### config.mk
export PLATFORM = sky130hd
export DESIGN_NAME = divider
export DESIGN_NICKNAME = d
export VERILOG_FILES = /design/src/rtl/divider.sv
export SDC_FILE = /design/constraint.sdc
export NUM_CORES = 1
export LEC_CHECK = 0
export ABC_CLOCK_PERIOD_IN_PS = 9840
export CAP_MARGIN = 10
export CELL_PAD_IN_SITES_DETAIL_PLACEMENT = 0
export CELL_PAD_IN_SITES_GLOBAL_PLACEMENT = 2
export CORE_MARGIN = 2
export CORE_UTILIZATION = 30
export DETAILED_ROUTE_END_ITERATION = 10
export DONT_BUFFER_PORTS = 1
export PLACE_DENSITY = 0.71
export SKIP_CTS_REPAIR_TIMING = 1
export SYNTH_ARGS = -nofsm -noshare
export SYNTH_HDL_FRONTEND = slang
export SYNTH_SLANG_ARGS = --single-unit
### constraint.sdc
create_clock -name clk -period 9.84 [get_ports clk]
set_clock_uncertainty 0.2 [all_clocks]
set_input_delay 0 -clock clk [delete_from_list [all_inputs] [get_ports clk]]
set_output_delay 0 -clock clk [all_outputs]
set_load 0.01 [all_outputs]
### src/rtl/divider.sv
// Multi-cycle IEEE-754 binary32 divider (z = a / b) with round-to-nearest-even
// and denormal support; strobe-in / one-cycle done-pulse handshake.
module divider (
  input  logic        clk,
  input  logic        reset_ni,
  input  logic [31:0] a_value_i,
  input  logic [31:0] b_value_i,
  input  logic        exec_strobe_i,
  output logic [31:0] z_value_o,
  output logic        done_strobe_o
);

  typedef enum logic [3:0] {
    IDLE, UNPACK, SPECIAL_CASES, NORMALIZE_A, NORMALIZE_B,
    DIVIDE_0, DIVIDE_1, DIVIDE_2, NORMALIZE_0, NORMALIZE_1,
    ROUND, PACK, DONE
  } state_t;

  state_t state, state_next;

  logic [31:0]       a, b, z;
  logic [23:0]       a_m, b_m, z_m, divisor;
  logic signed [9:0] a_e, b_e, z_e;
  logic              a_s, b_s, z_s;
  logic              guard, round_bit, sticky;
  logic [50:0]       dividend, remainder, rem_shift;
  // Only the low 27 quotient bits ever reach the rounding fields.
  logic [26:0]       quotient;
  logic [5:0]        count;
  logic              done_d;

  logic a_nan, b_nan, a_inf, b_inf, a_zero, b_zero, special;

  assign a_nan   = (a_e == 10'sd128) && (a_m != '0);
  assign b_nan   = (b_e == 10'sd128) && (b_m != '0);
  assign a_inf   = (a_e == 10'sd128) && (a_m == '0);
  assign b_inf   = (b_e == 10'sd128) && (b_m == '0);
  assign a_zero  = (a_e == -10'sd127) && (a_m == '0);
  assign b_zero  = (b_e == -10'sd127) && (b_m == '0);
  assign special = a_nan | b_nan | a_inf | b_inf | a_zero | b_zero;

  assign rem_shift = {remainder[49:0], dividend[50]};

  always_ff @(posedge clk) begin
    if (!reset_ni) begin
      state         <= IDLE;
      done_strobe_o <= 1'b0;
      z_value_o     <= '0;
    end else begin
      state         <= state_next;
      done_strobe_o <= done_d;
      if (done_d) z_value_o <= z;
    end
  end

  always_comb begin
    state_next = state;
    case (state)
      IDLE:          if (exec_strobe_i) state_next = UNPACK;
      UNPACK:        state_next = SPECIAL_CASES;
      SPECIAL_CASES: state_next = special ? DONE : NORMALIZE_A;
      NORMALIZE_A:   if (a_m[23]) state_next = NORMALIZE_B;
      NORMALIZE_B:   if (b_m[23]) state_next = DIVIDE_0;
      DIVIDE_0:      state_next = DIVIDE_1;
      DIVIDE_1:      if (count == 6'd49) state_next = DIVIDE_2;
      DIVIDE_2:      state_next = NORMALIZE_0;
      NORMALIZE_0:   if (z_m[23] || (z_e <= -10'sd126)) state_next = NORMALIZE_1;
      NORMALIZE_1:   if (z_e >= -10'sd126) state_next = ROUND;
      ROUND:         state_next = PACK;
      PACK:          state_next = DONE;
      DONE:          state_next = IDLE;
      default:       state_next = IDLE;
    endcase
  end

  always_comb begin
    done_d = (state == DONE);
  end

  always_ff @(posedge clk) begin
    case (state)
      IDLE: begin
        if (exec_strobe_i) begin
          a <= a_value_i;
          b <= b_value_i;
        end
      end
      UNPACK: begin
        a_m <= {1'b0, a[22:0]};
        b_m <= {1'b0, b[22:0]};
        a_e <= $signed({2'b00, a[30:23]}) - 10'sd127;
        b_e <= $signed({2'b00, b[30:23]}) - 10'sd127;
        a_s <= a[31];
        b_s <= b[31];
      end
      SPECIAL_CASES: begin
        if (a_nan || b_nan)     z <= 32'hFFC0_0000;
        else if (a_inf && b_inf) z <= 32'hFFC0_0000;
        else if (a_inf)         z <= {a_s ^ b_s, 8'hFF, 23'h0};
        else if (b_inf)         z <= {a_s ^ b_s, 31'h0};
        else if (b_zero)        z <= a_zero ? 32'hFFC0_0000 : {a_s ^ b_s, 8'hFF, 23'h0};
        else if (a_zero)        z <= {a_s ^ b_s, 31'h0};
        else begin
          if (a_e == -10'sd127) a_e <= -10'sd126;
          else                  a_m[23] <= 1'b1;
          if (b_e == -10'sd127) b_e <= -10'sd126;
          else                  b_m[23] <= 1'b1;
        end
      end
      NORMALIZE_A: begin
        if (!a_m[23]) begin
          a_m <= a_m << 1;
          a_e <= a_e - 10'sd1;
        end
      end
      NORMALIZE_B: begin
        if (!b_m[23]) begin
          b_m <= b_m << 1;
          b_e <= b_e - 10'sd1;
        end
      end
      DIVIDE_0: begin
        z_s       <= a_s ^ b_s;
        z_e       <= a_e - b_e;
        dividend  <= {a_m, 27'h0};
        divisor   <= b_m;
        quotient  <= '0;
        remainder <= '0;
        count     <= '0;
      end
      DIVIDE_1: begin
        dividend <= dividend << 1;
        count    <= count + 6'd1;
        if (rem_shift >= {27'h0, divisor}) begin
          quotient  <= {quotient[25:0], 1'b1};
          remainder <= rem_shift - {27'h0, divisor};
        end else begin
          quotient  <= {quotient[25:0], 1'b0};
          remainder <= rem_shift;
        end
      end
      DIVIDE_2: begin
        z_m       <= quotient[26:3];
        guard     <= quotient[2];
        round_bit <= quotient[1];
        sticky    <= quotient[0] | (remainder != '0);
      end
      NORMALIZE_0: begin
        if (!z_m[23] && (z_e > -10'sd126)) begin
          z_e       <= z_e - 10'sd1;
          z_m       <= {z_m[22:0], guard};
          guard     <= round_bit;
          round_bit <= 1'b0;
        end
      end
      NORMALIZE_1: begin
        if (z_e < -10'sd126) begin
          z_e       <= z_e + 10'sd1;
          z_m       <= z_m >> 1;
          guard     <= z_m[0];
          round_bit <= guard;
          sticky    <= sticky | round_bit;
        end
      end
      ROUND: begin
        if (guard && (round_bit || sticky || z_m[0])) begin
          z_m <= z_m + 24'd1;
          if (z_m == 24'hFF_FFFF) z_e <= z_e + 10'sd1;
        end
      end
      PACK: begin
        if (z_e > 10'sd127)
          z <= {z_s, 8'hFF, 23'h0};
        else if ((z_e == -10'sd126) && !z_m[23])
          z <= {z_s, 8'h00, z_m[22:0]};
        else
          z <= {z_s, z_e[7:0] + 8'd127, z_m[22:0]};
      end
      default: ;
    endcase
  end

endmodule
==> impl_metrics.yaml, run 1 <==
synth:
  synthAdderAreaFrac: 0.0373
  synth_compound_area_frac: 0.126
  synthXorXnorAreaFrac: 0.0474
  syn_area_per_cell_um2: 10.4
  ys_seq_elements: 373
  synth.cell_area_mm2: 0.0190
  synthSimpleGateAreaFrac: 0.188
  synthDistinctLibCells: 74
  synth-edff-count: 336
  syn_inst: 1827
  synth_nets: 1949
  synthArstFlopShare: 0
  yosysSeqAreaShare: 0.569
  synth_mux_area_frac: 0.00420
  synth_top_family_by_area: "simple AND/OR/NAND/NOR gates"
  ys.flop_type: "edfxtp_1"
  yosysWarnings: 0
timing:
  final-max-slew-violation-count: 0
  hold_ws_ns: 0.0318
  worstMarginPinSlew_ns: 1.08
  tns_ns: 0
  max_slew_margin: 0.274
  hold_viol: 0
  fin_crit_ns: 4.52
  fin_crit_sh: 0.459
  final-setup-viol-count: 0
  rsz0062_at_grt: "false"
  timing.final.ws_setup_ns: 5.32
  clock.fmax_mhz: 221
run_status:
  outcome: "completed"
grt:
  grt_pass1_wl_mm: 74.9
  grt_max_degree: 91
  antenna_found_initial: 1
  grt_pass1_vias: 13300
  overflow: 0
  grt_usage: 0.142
final_layout:
  final_cells: 2824
  area_delta_synth_final_pct: 19.9
  final_layout_size_suffix_gt1_frac: 0.0683
  utilization: 0.363
  fin_nets: 2063
  fin_area_mm2: 0.0228
  fill_cells: 6304
  num_antenna_cells: 0
cts:
  clkSinkCount: 373
  worstSkewPairLatency_ns: 0.59
  cts_buffer_depth: 3
  htree_num_levels: 2
  clk_pin_slew_ns: 0.06
  cts_tree: "done"
  numCtsBuffers: 45
  cts_root_buf: "clkbuf_16"
worst_setup_path:
  critPathLaunch: "remainder[1]"
  required_ns: 9.94
  timing.rr.start: "remainder[1]"
  worstSetupPathType: "flop to flop"
  endpoint_kind: "flop"
  reg2reg_slack_ns: 5.32
  worst-path-max-fanout: 42
  worstSetupStartpointType: "flop"
  crit_arrival_ns: 4.62
routing:
  wire_per_inst_um: 17.1
  postRouteAntennaNets: 0
  routed_wl_mm: 48.2
  drt-initial-drc-count: 878
  first_pass_iters: 5
  drcViolationCount: 0
  via_count: 13700
  drt-vias-per-instance: 4.87
placement:
  gp_congestion: 0.804
  port_buffers: 0
  dpl_cell_area_mm2: 0.0200
  placedCellCount: 2608
  hpwl_mm: 31.7
  pre_cts_ws_ns: 5.33
pwr:
  power.total_mw: 5.17
  power_density_mw_per_mm2: 226
  vdd_ir_drop_max_mv: 0.154
  p_leak_nw: 7.91
die:
  core_area_mm2: 0.0630
  initial_core_util: 0.303
  die_w_um: 256
  ios: 100
  die_area_mm2: 0.0655
  fp-row-count: 92
  die_h_um: 256
hold_path:
  hp-start: "exec_strobe_i"
  hp-class: "input pin to flop"
flow_run:
  maxCapViolations: 0
-- sequential cells by signal (all words and copies together), names as in the netlist, 24 cells and up --
| register | flops |
|---|---|
| a | 32 |
| a_m | 24 |
| b | 32 |
| b_m | 24 |
| dividend | 24 |
| divisor | 24 |
| quotient | 27 |
| remainder | 51 |
| z | 32 |
| z_m | 24 |
| z_value_o | 32 |
-- synthesized netlist by cell type, types with 10 or more instances --
cell type / number / area (µm²)
nor3_1: 45 / 225
o22ai_1: 19 / 119
inv_1: 53 / 199
clkbuf_1: 82 / 308
xor2_1: 51 / 447
or3_1: 10 / 62.6
a21boi_0: 35 / 263
nand4_1: 10 / 62.6
nor2b_1: 16 / 100
a31oi_1: 14 / 87.6
xnor2_1: 52 / 455
o21ai_0: 123 / 616
ha_1: 52 / 651
nand3_1: 49 / 245
nand2_1: 298 / 1120
and2_1: 51 / 319
a21o_1: 16 / 120
nand2b_1: 58 / 363
dfxtp_1: 37 / 741
nor2_1: 134 / 503
edfxtp_1: 336 / 10100
nor4_1: 32 / 200
a21oi_1: 117 / 586
-- cell usage in the layout, fill, tap and decap left out, drive strengths merged, types with 4 or more instances in the layout --
master / n
o31ai: 9
inv: 56
nor4: 32
nand3: 49
a21o: 16
or4: 4
nor3: 48
ha: 52
o21a: 4
o221a: 5
dlygate4sd3: 131
clkbuf: 52
nand2: 298
xor2: 51
clkinv: 26
a32oi: 5
nor2: 134
o21bai: 4
or3: 11
mux2i: 8
and2: 51
xnor2: 52
a21boi: 36
a21oi: 117
o22ai: 19
a31oi: 15
edfxtp: 336
nand4b: 8
nand2b: 58
buf: 27
dfxtp: 37
o21ai: 126
or2: 6
nor2b: 16
and3: 9
nand4: 10
o211ai: 6
nand3b: 4
a211oi: 8
-- worst paths after layout --
check	to	depth (start not counted)
worst max-delay path	remainder[34]	10
worst max register to register	remainder[34]	10
worst min-delay path	a[29]	2
worst min register to register	b_s	0
-- final cells by class --
| type | count | area [µm²] | share of cell area |
|---|---|---|---|
| clock buffer | 52 | 1220 | 0.0536 |
| clock inverter | 32 | 270 | 0.0118 |
| inverter | 54 | 203 | 0.00887 |
| multi-input combinational | 1309 | 7730 | 0.338 |
| sequential | 373 | 10800 | 0.474 |
| tap | 846 | 1060 | 0.0463 |
| timing repair buffer | 158 | 1530 | 0.0668 |
-- worst max-delay path, stage by stage, from the launching register on --
cell and delay, ns:
edfxtp_1 0.42, ha_1 0.39, nand2_1 0.07, o21ai_1 0.26, a311oi_1 0.23, o31a_1 0.38
o31ai_2 0.57, a31o_2 0.91, nand2_1 0.30, o311ai_1 0.38, o31ai_1 0.11
-- power by group --
| part | internal [mW] | total [mW] | switching [mW] |
|---|---|---|---|
| combinational | 0.452 | 1.17 | 0.717 |
| clock | 0.977 | 1.67 | 0.694 |
| sequential | 2.12 | 2.33 | 0.203 |
-- cells by family after synthesis --
kind of cell               count (synthesis)
xor gates and xnor gates                 103
muxes                                      8
AOI/OAI and AO/OA                        393
DFF                                      373
buffers and inverters                    145
adders and majority gates                 55
and+or+nand+nor                          750
-- per-layer routing --
layer | GRT usage | up-vias | share of wire
met1 | 0.192 | 6553 | 0.48
met5 | 0 | - | 0
met4 | 0.0448 | 0 | 0.023
met2 | 0.229 | 300 | 0.46
li1 | - | 6814 | -
met3 | 0.0254 | 77 | 0.043
No activity file was read; power rests on OpenSTA's default activity.
==> run 2: changes to the inputs <==
- ABC_AREA: unset -> 1
- ABC_CLOCK_PERIOD_IN_PS: 9840 -> 4200
- PLACE_DENSITY: 0.71 -> 0.75
- clock period: 9.84 -> 4.2 ns (I/O delays scaled with it)
==> impl_metrics.yaml, run 2 <==
run_status:
  outcome: "completed"
synth:
  synth_nets: 2621
  synth-edff-count: 336
  synth_top_area_frac: 0.490
  yosysMostFrequentCell: "nand2_1"
  synth_top_area_cell: "edfxtp_1"
  yosysWarnings: 0
  synthDistinctLibCells: 50
  synthTopCellsByArea: "edfxtp_1, nand2_1, nor2_1, inv_1, nand3_1"
  synth.cell_area_mm2: 0.0206
  synthArstFlopShare: 0
  syn_area_per_cell_um2: 8.24
  syn_inst: 2499
  ys.flop_type: "edfxtp_1"
  synthTopCellsByCount: "nand2_1, nor2_1, edfxtp_1, inv_1, nand3_1"
  yosysSeqAreaShare: 0.526
  ys_seq_elements: 373
placement:
  port_buffers: 0
  hpwl_mm: 41.9
  gp_congestion: 0.864
  placedCellCount: 3345
die:
  die_h_um: 266
  die_w_um: 266
  die_area_mm2: 0.0707
  ios: 100
  fp-row-count: 96
  initial_core_util: 0.302
  core_area_mm2: 0.0682
pwr:
  p_leak_nw: 10.3
  power_density_mw_per_mm2: 487
  vdd_ir_drop_max_mv: 0.416
worst_setup_path:
  timing.rr.start: "state[0]"
  worstSetupStartpointType: "flop"
  reg2reg_to: "z_e[6]"
  required_ns: 4.28
  worst-path-max-fanout: 10
  crit_arrival_ns: 3.34
  reg2reg_slack_ns: 0.94
  endpoint_kind: "flop"
  worstSetupPathType: "flop to flop"
  r2r_cells: 13
routing:
  drcViolationCount: 0
  via_count: 16900
  drt-initial-drc-count: 1036
  wire_per_inst_um: 16.5
  postRouteAntennaNets: 0
  drt-vias-per-instance: 4.74
  routed_wl_mm: 58.5
  first_pass_iters: 5
final_layout:
  area_delta_synth_final_pct: 18.6
  num_antenna_cells: 0
  layout_commonest_cell: "nand2_1"
  final_layout_size_suffix_gt1_frac: 0.0523
  fin_nets: 2763
  final_cell_mix: "nand2_1, nor2_1, inv_1, edfxtp_1, nand3_1"
  utilization: 0.358
  final_cells: 3557
  regMostFlops: "remainder"
  largest_reg_flops: 51
grt:
  antenna_found_initial: 1
  overflow: 0
  grt_max_degree: 97
  grt_usage: 0.161
  grt_pass1_vias: 16200
  grt_pass1_wl_mm: 90.1
timing:
  fin_crit_ns: 3.26
  rsz0062_at_grt: "false"
  clock.fmax_mhz: 306
  tns_ns: 0
  max_slew_margin: 0.284
  hold_viol: 0
  fin_crit_sh: 0.777
  final-setup-viol-count: 0
  worstMarginPinSlew_ns: 1.07
  final-max-slew-violation-count: 0
cts:
  cts_buffer_depth: 3
  clk_pin_slew_ns: 0.06
  cts_tree: "done"
  worstSkewPairLatency_ns: 0.60
  cts_root_buf: "clkbuf_16"
  clkSinkCount: 373
  htree_num_levels: 2
  numCtsBuffers: 44
hold_path:
  hold_path_depth: 4
  hp-start: "reset_ni"
  holdPathEnd: "z_value_o[1]"
  hp-class: "input pin to flop"
flow_run:
  maxCapViolations: 0
==> run 2: cell types whose count changed after synthesis, moves of 44 or more <==
cell,delta
nor2_1,+255
inv_1,+283
clkbuf_1,-44
a21oi_1,-49
nand2_1,+410
nand3_1,+105
nand2b_1,-58
and2_1,-48
==> run 2: logic make-up after synthesis <==
family                   count (synthesis)  synth area share
XOR/XNOR                                44            0.0187
buffers and inverters                  404            0.0768
adder cells (fa/ha/maj)                 55            0.0345
AND/OR/NAND/NOR                       1383             0.277
multiplexers                             2          0.000972
AO/OA/AOI/OAI                          238            0.0657
flip-flops                             373             0.526
==> run 2: cell type report <==
class | instances | area [µm²]
Fill cell | 7040 | 43800
Sequential cell | 373 | 10800
Multi-Input combinational cell | 1722 | 8210
Timing Repair Buffer | 154 | 1520
Inverter | 346 | 1300
Clock buffer | 55 | 1170
Tap cell | 882 | 1100
Clock inverter | 25 | 274
==> run 2: metal layers <==
metal | vias to the layer above | global-route usage | part of all wire
met5 | - | 0 | 0.00022
met4 | 2 | 0.0460 | 0.022
met3 | 83 | 0.0258 | 0.042
met2 | 335 | 0.264 | 0.47
met1 | 7985 | 0.218 | 0.47
li1 | 8468 | - | -
==> run 2: where the power goes <==
part	leakage (nW)	total (mW)	switching, mW	internal [mW]
sequential	3.23	5.35	0.388	4.97
combinational	6.38	2.73	1.83	0.893
clock	0.681	3.82	1.68	2.14
==> run 2: metrics by stage <==
step / setup slack [ns] / hold WS (ns) / power (mW) / instance area [µm²]
2_1_floorplan: 0.321 / -0.101 / 7.18 / 20600
3_3_place_gp: 1.00 / -0.101 / 8.04 / 21600
3_5_place_dp: 0.987 / -0.101 / 8.07 / 21600
4_1_cts: 0.956 / -0.756 / 11.9 / 23100
5_1_grt: 0.612 / 0.140 / 12.6 / 24400
6_report: 0.936 / 0.146 / 11.9 / 24400
==> run 2: how the worst max path moves through the flow <==
stage | to | slack (ns) | depth (start not counted) | startpoint
2_1_floorplan | a[0] | 0.32 | 3 | state[0]
3_3_place_gp | z_e[6] | 1.00 | 13 | state[0]
3_5_place_dp | remainder[17] | 0.99 | 14 | remainder[12]
4_1_cts | b_e[0] | 0.96 | 8 | state[0]
5_1_grt | z_e[6] | 0.61 | 13 | state[0]
6_report | z_e[6] | 0.94 | 13 | state[0]
==> run 2: worst max-delay path: stages, from the launching register on <==
cell,delay [ns]
dfxtp_1,0.36
nor2_1,0.39
inv_1,0.31
nand2_1,0.39
inv_1,0.15
fa_1,0.41
nor2_1,0.16
o21ai_0,0.09
nand2_1,0.11
nand2_1,0.08
nand2_1,0.06
a21oi_1,0.06
xor2_1,0.13
o21ai_0,0.08
==> run 3: changes to the inputs <==
- ABC_CLOCK_PERIOD_IN_PS: 4200 -> 2700
- PLACE_DENSITY: 0.75 -> 0.77
- clock period: 4.2 -> 2.7 ns (I/O delays scaled with it)
==> impl_metrics.yaml, run 3 (same netlist as run 2, synthesis figures left out) <==
run_status:
  outcome: "completed"
cts:
  clk_pin_slew_ns: 0.06
  numCtsBuffers: 45
  clkSinkCount: 373
  htree_num_levels: 2
  cts_buffer_depth: 3
  worstSkewPairLatency_ns: 0.60
  cts_root_buf: "clkbuf_16"
  cts_tree: "done"
worst_setup_path:
  timing.rr.start: "remainder[17]"
  slowest_delay_ns: 0.44
  required_ns: 2.86
  crit_family: "simple AND/OR/NAND/NOR gates"
  timing.critical_path.buf_inv: 3
  path_cells: "ha_4 -> nand2_2 -> nor2_4 -> nand2_2 -> nor2_4 -> nand4_1 -> nand3_4 -> buf_4 -> buf_12 -> buf_12 -> nand2_1 -> nand2_1 -> nor2_1"
  crit_arrival_ns: 2.76
  worstSetupPathType: "flop to flop"
  endpoint_kind: "flop"
  cpMaxStageDelayCell: "edfxtp_1"
  worstSetupStartpointType: "flop"
  reg2reg_slack_ns: 0.1
  worst-path-max-fanout: 5
  r2r_cells: 13
  reg2reg_to: "remainder[4]"
routing:
  via_count: 17300
  wire_per_inst_um: 16.3
  routed_wl_mm: 60.2
  drt-initial-drc-count: 955
  first_pass_iters: 5
  drt-vias-per-instance: 4.68
  drcViolationCount: 0
  postRouteAntennaNets: 0
die:
  die_w_um: 266
  ios: 100
  fp-row-count: 96
  core_area_mm2: 0.0682
  initial_core_util: 0.302
  die_area_mm2: 0.0707
  die_h_um: 266
grt:
  grt_usage: 0.162
  grt_pass1_wl_mm: 90.8
  grt_pass1_vias: 16300
  antenna_found_initial: 1
  overflow: 0
  grt_max_degree: 65
timing:
  clock.fmax_mhz: 384
  worstMarginPinSlew_ns: 1.04
  rsz0062_at_grt: "true"
  timing.final.ws_setup_ns: 0.0988
  final-setup-viol-count: 0
  max_slew_margin: 0.308
  hold_viol: 0
  fin_crit_sh: 0.963
  tns_ns: 0
  hold_ws_ns: 0.218
  final-max-slew-violation-count: 0
  fin_crit_ns: 2.60
final_layout:
  regMostFlops: "remainder"
  final_layout_size_suffix_gt1_frac: 0.129
  final_cell_mix: "nand2_1, nor2_1, edfxtp_1"
  largest_reg_flops: 51
  area_delta_synth_final_pct: 27.1
  final_cells: 3690
  fin_nets: 2893
  num_antenna_cells: 0
  layout_commonest_cell: "nand2_1"
  utilization: 0.384
  fin_area_mm2: 0.0262
placement:
  gp_congestion: 0.873
  pre_cts_ws_ns: -0.0909
  port_buffers: 0
  hpwl_mm: 42.7
  dpl_cell_area_mm2: 0.0226
  placedCellCount: 3453
pwr:
  p_leak_nw: 11.1
  power.total_mw: 19.3
  vdd_ir_drop_max_mv: 0.621
  power_density_mw_per_mm2: 739
hold_path:
  hp-class: "flop to flop"
  hold_path_depth: 0
  hp-start: "a[31]"
  holdPathEnd: "a_s"
flow_run:
  maxCapViolations: 0
run 3: cell types whose count changed in the layout (fill, tap and decap cells not counted), moves of 6 or more:
cell	delta
buf_12	+8
buf_4	+116
ha_1	-24
ha_4	+23
inv_1	-12
inv_2	+12
nand2_1	-21
nand2_2	+19
nand3_1	-7
nand3_2	+6
nor2_1	-10
nor2_4	+6
run 3: final cells by class:
cell class,instances,area [µm²]
inverter,346,1300
timing repair buffer,283,2650
sequential,373,10800
clock inverter,28,335
clock buffer,56,1220
multi-input combinational,1722,8730
tap,882,1100
fill,6943,42100
run 3: worst register-to-register path, delay by kind of cell, from the launching register on:
kind / cells / cell delay (ns)
fa+ha+maj: 1 / 0.34
flops: 1 / 0.44
buf+inv: 3 / 0.35
simple gates: 9 / 1.02
run 3: worst max-delay path by stage:
stage	from	endpoint	slack (ns)	depth (start not counted)
2_1_floorplan	state[1]	count[0]	-0.33	4
3_3_place_gp	remainder[13]	remainder[22]	-0.10	12
3_5_place_dp	remainder[13]	remainder[22]	-0.09	12
4_1_cts	remainder[13]	remainder[22]	-0.11	12
5_1_grt	divisor[14]	remainder[21]	-0.05	18
6_report	remainder[17]	remainder[4]	0.1	13
run 3: where the power goes:
part           switching [mW]  total (mW)  internal [mW]
Combinational            2.99        4.68           1.69
Clock                    2.65        6.37           3.72
Sequential              0.588        8.30           7.71
run 3: per-layer routing:
| layer | routed length (µm) | global-route usage | vias to the layer above | part of all wire |
|---|---|---|---|---|
| li1 | - | - | 8731 | - |
| met1 | 27800 | 0.219 | 8122 | 0.46 |
| met2 | 28400 | 0.268 | 348 | 0.47 |
| met3 | 2740 | 0.0274 | 71 | 0.045 |
| met4 | 1170 | 0.0425 | 2 | 0.019 |
| met5 | 13 | 0 | - | 0.00022 |
